`src/rtl/seq_alu_pkg.sv`:
```
// ----------------------------------------------------------------------------
// seq_alu_pkg
// Shared types for the sequential calculator ALU: operation encoding, FSM
// state encoding and the op_sel priority encoder.
// ----------------------------------------------------------------------------
package seq_alu_pkg;

    typedef enum logic [2:0] {
        OP_ADD  = 3'd0,
        OP_SUB  = 3'd1,
        OP_DIV  = 3'd2,
        OP_MUL  = 3'd3,
        OP_NONE = 3'd4
    } op_t;

    typedef enum logic {
        IDLE = 1'b0,
        CALC = 1'b1
    } state_t;

    // Left-to-right priority: bit3 add, bit2 sub, bit1 div, bit0 mul.
    function automatic op_t encode_op(input logic [3:0] op_sel);
        op_t op;
        op = OP_NONE;
        if (op_sel[3])      op = OP_ADD;
        else if (op_sel[2]) op = OP_SUB;
        else if (op_sel[1]) op = OP_DIV;
        else if (op_sel[0]) op = OP_MUL;
        return op;
    endfunction

endpackage

```
`src/rtl/seq_divider.sv`:
```
// ----------------------------------------------------------------------------
// seq_divider
// Restoring unsigned divider, one quotient bit per step.
//
// Ports:
//   clk, reset      rising-edge clock, synchronous active-high reset
//   load            capture dividend/divisor, clear partial remainder
//   step            perform one restoring iteration
//   dividend        WIDTH-bit dividend
//   divisor         WIDTH-bit divisor
//   quotient        quotient value as it will be after the current step
//   remainder       remainder as it will be after the current step
//                   (present only when SEQ_ALU_REMAINDER_EN is defined)
//
// The outputs are the combinational result of the step in progress so the
// controller can commit the final value on the same edge as the last step.
// With divisor==0 every trial subtraction succeeds: quotient becomes all ones
// and the remainder ends up equal to the dividend.
// ----------------------------------------------------------------------------
module seq_divider #(
    parameter int WIDTH = 6
) (
    input  logic             clk,
    input  logic             reset,
    input  logic             load,
    input  logic             step,
    input  logic [WIDTH-1:0] dividend,
    input  logic [WIDTH-1:0] divisor,
    output logic [WIDTH-1:0] quotient
`ifdef SEQ_ALU_REMAINDER_EN
    ,
    output logic [WIDTH-1:0] remainder
`endif
);

    logic [WIDTH-1:0] quo_q;
    logic [WIDTH-1:0] rem_q;
    logic [WIDTH-1:0] dvs_q;
    logic [WIDTH:0]   shifted;
    logic             fits;
    logic [WIDTH-1:0] quo_next;
    logic [WIDTH-1:0] rem_next;

    // Dividend bits shift out of the top of quo_q into the partial remainder
    // while quotient bits shift in at the bottom.
    always_comb begin
        shifted  = {rem_q, quo_q[WIDTH-1]};
        fits     = (shifted >= {1'b0, dvs_q});
        quo_next = {quo_q[WIDTH-2:0], fits};
        rem_next = fits ? WIDTH'(shifted - {1'b0, dvs_q}) : WIDTH'(shifted);
    end

    always_ff @(posedge clk) begin
        if (reset) begin
            quo_q <= '0;
            rem_q <= '0;
            dvs_q <= '0;
        end else if (load) begin
            quo_q <= dividend;
            rem_q <= '0;
            dvs_q <= divisor;
        end else if (step) begin
            quo_q <= quo_next;
            rem_q <= rem_next;
        end
    end

    assign quotient = quo_next;
`ifdef SEQ_ALU_REMAINDER_EN
    assign remainder = rem_next;
`endif

endmodule

```
`src/rtl/seq_alu.sv`:
```
// ----------------------------------------------------------------------------
// seq_alu
// Clocked calculator ALU: add/sub in one CALC cycle, shift-add multiply and
// restoring divide in WIDTH CALC cycles, start/busy/done handshake.
//
// Ports:
//   clk        rising-edge clock
//   reset      synchronous active-high reset
//   start      request, sampled only in IDLE
//   op_sel     [3:0] bit3 add, bit2 sub, bit1 div, bit0 mul (priority 3>2>1>0)
//   x, y       WIDTH-bit unsigned operands (dividend/minuend, divisor/subtrahend)
//   result     RES_W-bit last completed result, held until the next done
//   busy       high while in CALC
//   done       one-cycle pulse when result updates
//   div_zero   divide with y==0 (set with done, cleared on accepted start)
//   neg        negative subtract result (set with done, cleared on accepted start)
//   remainder  WIDTH-bit divide remainder, only with SEQ_ALU_REMAINDER_EN
//
// Optional feature macro: SEQ_ALU_REMAINDER_EN
//
// state | meaning
// ------+-----------------------------------------------------------------
// IDLE  | waiting for start; result and flags hold the last completed op
// CALC  | operation in progress; cnt counts down, result commits at cnt==1
// ----------------------------------------------------------------------------
module seq_alu
    import seq_alu_pkg::*;
#(
    parameter int WIDTH = 6,
    parameter int RES_W = 2*WIDTH+1
) (
    input  logic             clk,
    input  logic             reset,
    input  logic             start,
    input  logic [3:0]       op_sel,
    input  logic [WIDTH-1:0] x,
    input  logic [WIDTH-1:0] y,
    output logic [RES_W-1:0] result,
    output logic             busy,
    output logic             done,
    output logic             div_zero,
    output logic             neg
`ifdef SEQ_ALU_REMAINDER_EN
    ,
    output logic [WIDTH-1:0] remainder
`endif
);

    localparam int CNT_W = $clog2(WIDTH+1);

    state_t             state;
    state_t             state_next;
    op_t                op_q;
    op_t                op_start;
    logic [WIDTH-1:0]   x_q;
    logic [WIDTH-1:0]   y_q;
    logic [CNT_W-1:0]   cnt;
    logic               accept;
    logic               last;

    logic [2*WIDTH-1:0] prod;
    logic [2*WIDTH-1:0] mcand;
    logic [WIDTH-1:0]   mplier;
    logic [2*WIDTH-1:0] prod_step;

    logic [WIDTH-1:0]   quo_step;
    logic [RES_W-1:0]   res_final;
`ifdef SEQ_ALU_REMAINDER_EN
    logic [WIDTH-1:0]   rem_step;
`endif

    // ---------------- FSM ----------------
    always_ff @(posedge clk) begin
        if (reset) state <= IDLE;
        else       state <= state_next;
    end

    always_comb begin
        state_next = state;
        accept     = 1'b0;
        last       = 1'b0;
        busy       = 1'b0;
        op_start   = encode_op(op_sel);
        case (state)
            IDLE: begin
                if (start) begin
                    accept     = 1'b1;
                    state_next = CALC;
                end
            end
            CALC: begin
                busy = 1'b1;
                if (cnt == CNT_W'(1)) begin
                    last       = 1'b1;
                    state_next = IDLE;
                end
            end
            default: state_next = IDLE;
        endcase
    end

    // ---------------- datapath ----------------
    seq_divider #(.WIDTH(WIDTH)) u_div (
        .clk      (clk),
        .reset    (reset),
        .load     (accept),
        .step     (busy && (op_q == OP_DIV)),
        .dividend (x),
        .divisor  (y),
        .quotient (quo_step)
`ifdef SEQ_ALU_REMAINDER_EN
        ,
        .remainder(rem_step)
`endif
    );

    // Product after the current iteration; the final iteration's value is
    // committed directly so mul/div finish on the same edge as the last step.
    assign prod_step = mplier[0] ? (prod + mcand) : prod;

    always_comb begin
        res_final = '0;
        case (op_q)
            OP_ADD:  res_final = RES_W'(x_q) + RES_W'(y_q);
            OP_SUB:  res_final = RES_W'(x_q) - RES_W'(y_q);
            OP_MUL:  res_final = RES_W'(prod_step);
            OP_DIV:  res_final = (y_q == '0) ? '1 : RES_W'(quo_step);
            default: res_final = '0;
        endcase
    end

    always_ff @(posedge clk) begin
        if (reset) begin
            op_q     <= OP_ADD;
            x_q      <= '0;
            y_q      <= '0;
            cnt      <= '0;
            prod     <= '0;
            mcand    <= '0;
            mplier   <= '0;
            result   <= '0;
            done     <= 1'b0;
            div_zero <= 1'b0;
            neg      <= 1'b0;
`ifdef SEQ_ALU_REMAINDER_EN
            remainder <= '0;
`endif
        end else begin
            done <= 1'b0;
            if (accept) begin
                x_q      <= x;
                y_q      <= y;
                op_q     <= op_start;
                cnt      <= ((op_start == OP_MUL) || (op_start == OP_DIV)) ?
                            CNT_W'(WIDTH) : CNT_W'(1);
                prod     <= '0;
                mcand    <= {{WIDTH{1'b0}}, x};
                mplier   <= y;
                div_zero <= 1'b0;
                neg      <= 1'b0;
            end else if (state == CALC) begin
                cnt <= cnt - CNT_W'(1);
                if (op_q == OP_MUL) begin
                    prod   <= prod_step;
                    mcand  <= mcand << 1;
                    mplier <= mplier >> 1;
                end
                if (last) begin
                    result   <= res_final;
                    done     <= 1'b1;
                    div_zero <= (op_q == OP_DIV) && (y_q == '0);
                    neg      <= (op_q == OP_SUB) && res_final[RES_W-1];
`ifdef SEQ_ALU_REMAINDER_EN
                    remainder <= (op_q == OP_DIV) ? rem_step : '0;
`endif
                end
            end
        end
    end

endmodule

```
`config.mk`:
```
export PLATFORM = sky130hd
export DESIGN_NAME = seq_alu
export DESIGN_NICKNAME = d
export VERILOG_FILES = /design/src/rtl/seq_alu_pkg.sv /design/src/rtl/seq_divider.sv /design/src/rtl/seq_alu.sv
export SDC_FILE = /design/constraint.sdc
export NUM_CORES = 1
export LEC_CHECK = 0
export ABC_AREA = 0
export BUFFER_PORTS_ARGS = -buffer_cell sky130_fd_sc_hd__buf_2
export CAP_MARGIN = 20
export CORE_MARGIN = 4
export CORE_UTILIZATION = 60
export DETAILED_ROUTE_END_ITERATION = 7
export PLACE_DENSITY = 0.91
export SYNTH_ARGS = -nofsm -noshare
export SYNTH_HDL_FRONTEND = slang
export SYNTH_SLANG_ARGS = --single-unit
```
`constraint.sdc`:
```
create_clock -name clk -period 2.45 [get_ports clk]
set_input_delay 0.245 -clock clk [delete_from_list [all_inputs] [get_ports clk]]
set_output_delay 0.245 -clock clk [all_outputs]
set_load 0.05 [all_outputs]
```
==> summary.md <==
| Metric | Value |
|---|---|
| Status | complete, no violations |
| Layout area overhead | 13.5% |
| Final core occ | 71.7% |
| Core Area | 6940 sq um |
| Avg Inst Size Synth | 8.07 sq um |
| DIE AREA | 8750 sq um |
| Remaining antenna violation count after routing | 0 |
| Maximum fanout along the worst path | 5 |
| Final setup violation count | 0 |
| Gpl congestion | 0.977 |
| CTS Sinks | 77 |
| Synth top area cells | dfxtp_1, ha_1, nand2_1 |
| Setup crit start | prod[3] |
| Worst slew margin | 38.7% |
| Fillers | 516 |
| Sequential fraction of the synthesis area | 35.1% |
| FMAX | 0.420 GHz |
| Via count | 4342 |
| Worst Tran Pin Value | 0.918 ns |
| Worst Hold Margin | 0.155 ns |
| Skew-Pair Late Insertion Delay | 0.36 ns |
| Max-slew violations | 0 |
| Layout Nets | 632 |
| Syn nets | 598 |
| Tot Pwr | 0.00298 W |
| Minimum clock period | 2.38 ns |
| Critical Path RT | 2.70 ns |
| Initial Util | 63.2% |
| Gr usage total | 28.5% |
| Drt initial violations | 459 |
| Worst reg2reg path endpoint | result[9] |
| Cells after synthesis | 544 |
| Ys flop type | dfxtp_1 |
| Number of synthesized register bits | 77 |
| Leakage | 1.92 nW |
| Diodes inserted | 0 |
| Worst IR Drop VDD | 452 uV |
| Hold-fix buffers at CTS | 0 |
| Final period util | 97.2% |
| Critical path type | reg2reg |
| Post-synth top area share | 35.1% |
| Crit path DAT | 2.63 ns |
| CP endpoint kind | register |
| Final Hold Vio Count | 0 |
| CTS tree | done |
| H-tree depth | 3 |
| DR WL/cell | 18.2 um |
| Post-Syn Area | 4390 sq um |
| Die Wd | 93.5 um |
| R2R depth | 8 |
| Most common cell after layout, fill and taps aside | nand2_1 |
| Standard-cell row count | 30 |
| DP Cell Count | 662 |
| FFs w/ async S/R, synth | 0% |
| Drt total wl | 12300 um |
| Share of cells above drive strength 1 | 14.9% |
| DP Worst Slack | 0.00704 ns |
| Setup slack after layout | 0.0694 ns |
| Max-cap violations | 0 |
| Grt ovf | 0 |
| Worst Hold Class | in2reg |
| Worst r2r src | prod[3] |
| First-pass GRT wire length | 19700 um |
| Io pins | 36 |
| Clock Pin Slew Worst Setup and Hold Paths | 0.09 ns |
| Reg area | 1540 sq um |
| Crit path to | result[9] |
| Power per cell area | 598 nW/um^2 |
| Clock Skew | 0.00924 ns |
| Initial antenna violation count | 0 |
| DR pass1 iterations | 5 |
| Largest net degree at the start of global routing | 43 |
| CTS buffer count | 9 |
| HPWL Detailed | 8640 um |
| Post-synth EDFFs | 0 |
| YS warnings | 0 |
| CP startpoint kind | register |
| Via-to-Cell Ratio | 6.39 |
| Multi-input combinational cell area | 2700 sq um |
| Die height | 93.5 um |
| Drc violations | 0 |
| Post-synth cell types | 60 |
| Final Non-Filler Cells | 679 |
| Clock Path Buffers | 2 |
| Vias in the first global route | 4105 |
| Port bufs | 35 |
| Setup slack, reg-to-reg | 0.07 ns |
| Clk root buf | clkbuf_8 |
| Commonest cells after routing, fill and taps aside | nand2_1, dfxtp_1, a21oi_1 |
| Largest area contributor in the netlist | dfxtp_1 |
-- worst min path at each step --
| stage | start | depth (start not counted) | endpoint | slack (ns) |
|---|---|---|---|---|
| 5_1_grt | y[2] | 3 | u_div.dvs_q[2] | 0.16 |
| 4_1_cts | y[5] | 3 | mplier[5] | 0.15 |
| 6_report | y[5] | 3 | u_div.dvs_q[5] | 0.15 |
| 3_3_place_gp | result[2] | 2 | result[2] | 0.43 |
| 2_1_floorplan | start | 1 | state | 0.37 |
| 3_5_place_dp | result[12] | 1 | result[12] | 0.44 |
-- logic make-up after synthesis --
kind of cell / after synthesis / share of synthesized area (%)
and+or+nand+nor: 198 / 21.1
AOI/OAI and AO/OA: 153 / 21.8
muxes: 16 / 4.02
xor gates and xnor gates: 14 / 2.96
adders and majority gates: 35 / 10.7
buffers and inverters: 51 / 4.42
DFF: 77 / 35.1
-- critical path, stage by stage (launching register included) --
cell and delay (ns):
dfxtp_1 0.40, ha_4 0.25, a211oi_2 0.26, nor2_1 0.08
or3_4 0.40, a41oi_2 0.24, xor2_1 0.23, mux2i_1 0.11
a221o_1 0.32
-- power by group --
group | switching [W] | internal, W
logic | 0.000286 | 0.000185
clock network | 0.000488 | 0.000677
registers | 0.0000479 | 0.00129
total | 0.000822 | 0.00216
-- cells in the mapped netlist (all sizes together), types with 3 or more instances --
master  number
mux2         3
a211oi       9
nand3        8
xnor2       12
nor3        14
a22o         3
nor3b        7
nand2b       7
nand4        5
fa           4
buf          3
a21o         6
a31oi       18
mux2i       12
o21a         8
o311ai       3
or3          4
o21ai       34
nand3b       4
inv         22
nor4         3
clkbuf      26
a21oi       51
nand2       88
nor2b        9
ha          31
dfxtp       77
nor2        41
-- per-stage QoR --
| stage | area (sq um) | setup TNS, ns |
|---|---|---|
| 2_1_floorplan | 4390 | 0 |
| 3_3_place_gp | 4690 | 0 |
| 3_5_place_dp | 4690 | 0 |
| 4_1_cts | 4940 | 0 |
| 5_1_grt | 4980 | -0.0387 |
| 6_report | 4980 | 0 |
-- sequential cells by signal (all words and copies together) (netlist names), 3 cells and up --
register,count
result,13
mcand,12
prod,12
mplier,6
u_div.dvs_q,6
u_div.quo_q,6
u_div.rem_q,6
x_q,6
cnt,3
op_q,3
-- metal layers --
metal | GRT usage (%) | part of all wire [%]
met2 | 46.0 | 46
met1 | 36.7 | 41
met5 | 0 | 0
met4 | 12.6 | 3.5
met3 | 5.95 | 9.1
-- layout make-up --
cell class,instances,share of cell area (%)
multi-input cells,416,54.1
flip-flops and latches,77,30.9
repair buffers,52,6.08
clock buffers,10,2.56
well taps,96,2.41
clock inverters,6,2.24
inverters,22,1.66
-- what timing repair did --
item | 4_1_cts | 5_1_grt
setup buffers | 0 | 1
endpoints found under the setup margin | 1 | 12
resized for setup | 1 | 8
hold endpoints to repair | 0 | 0
pin swaps | 0 | 2
gates cloned | 0 | 0
No activity file was read; power rests on OpenSTA's default activity.
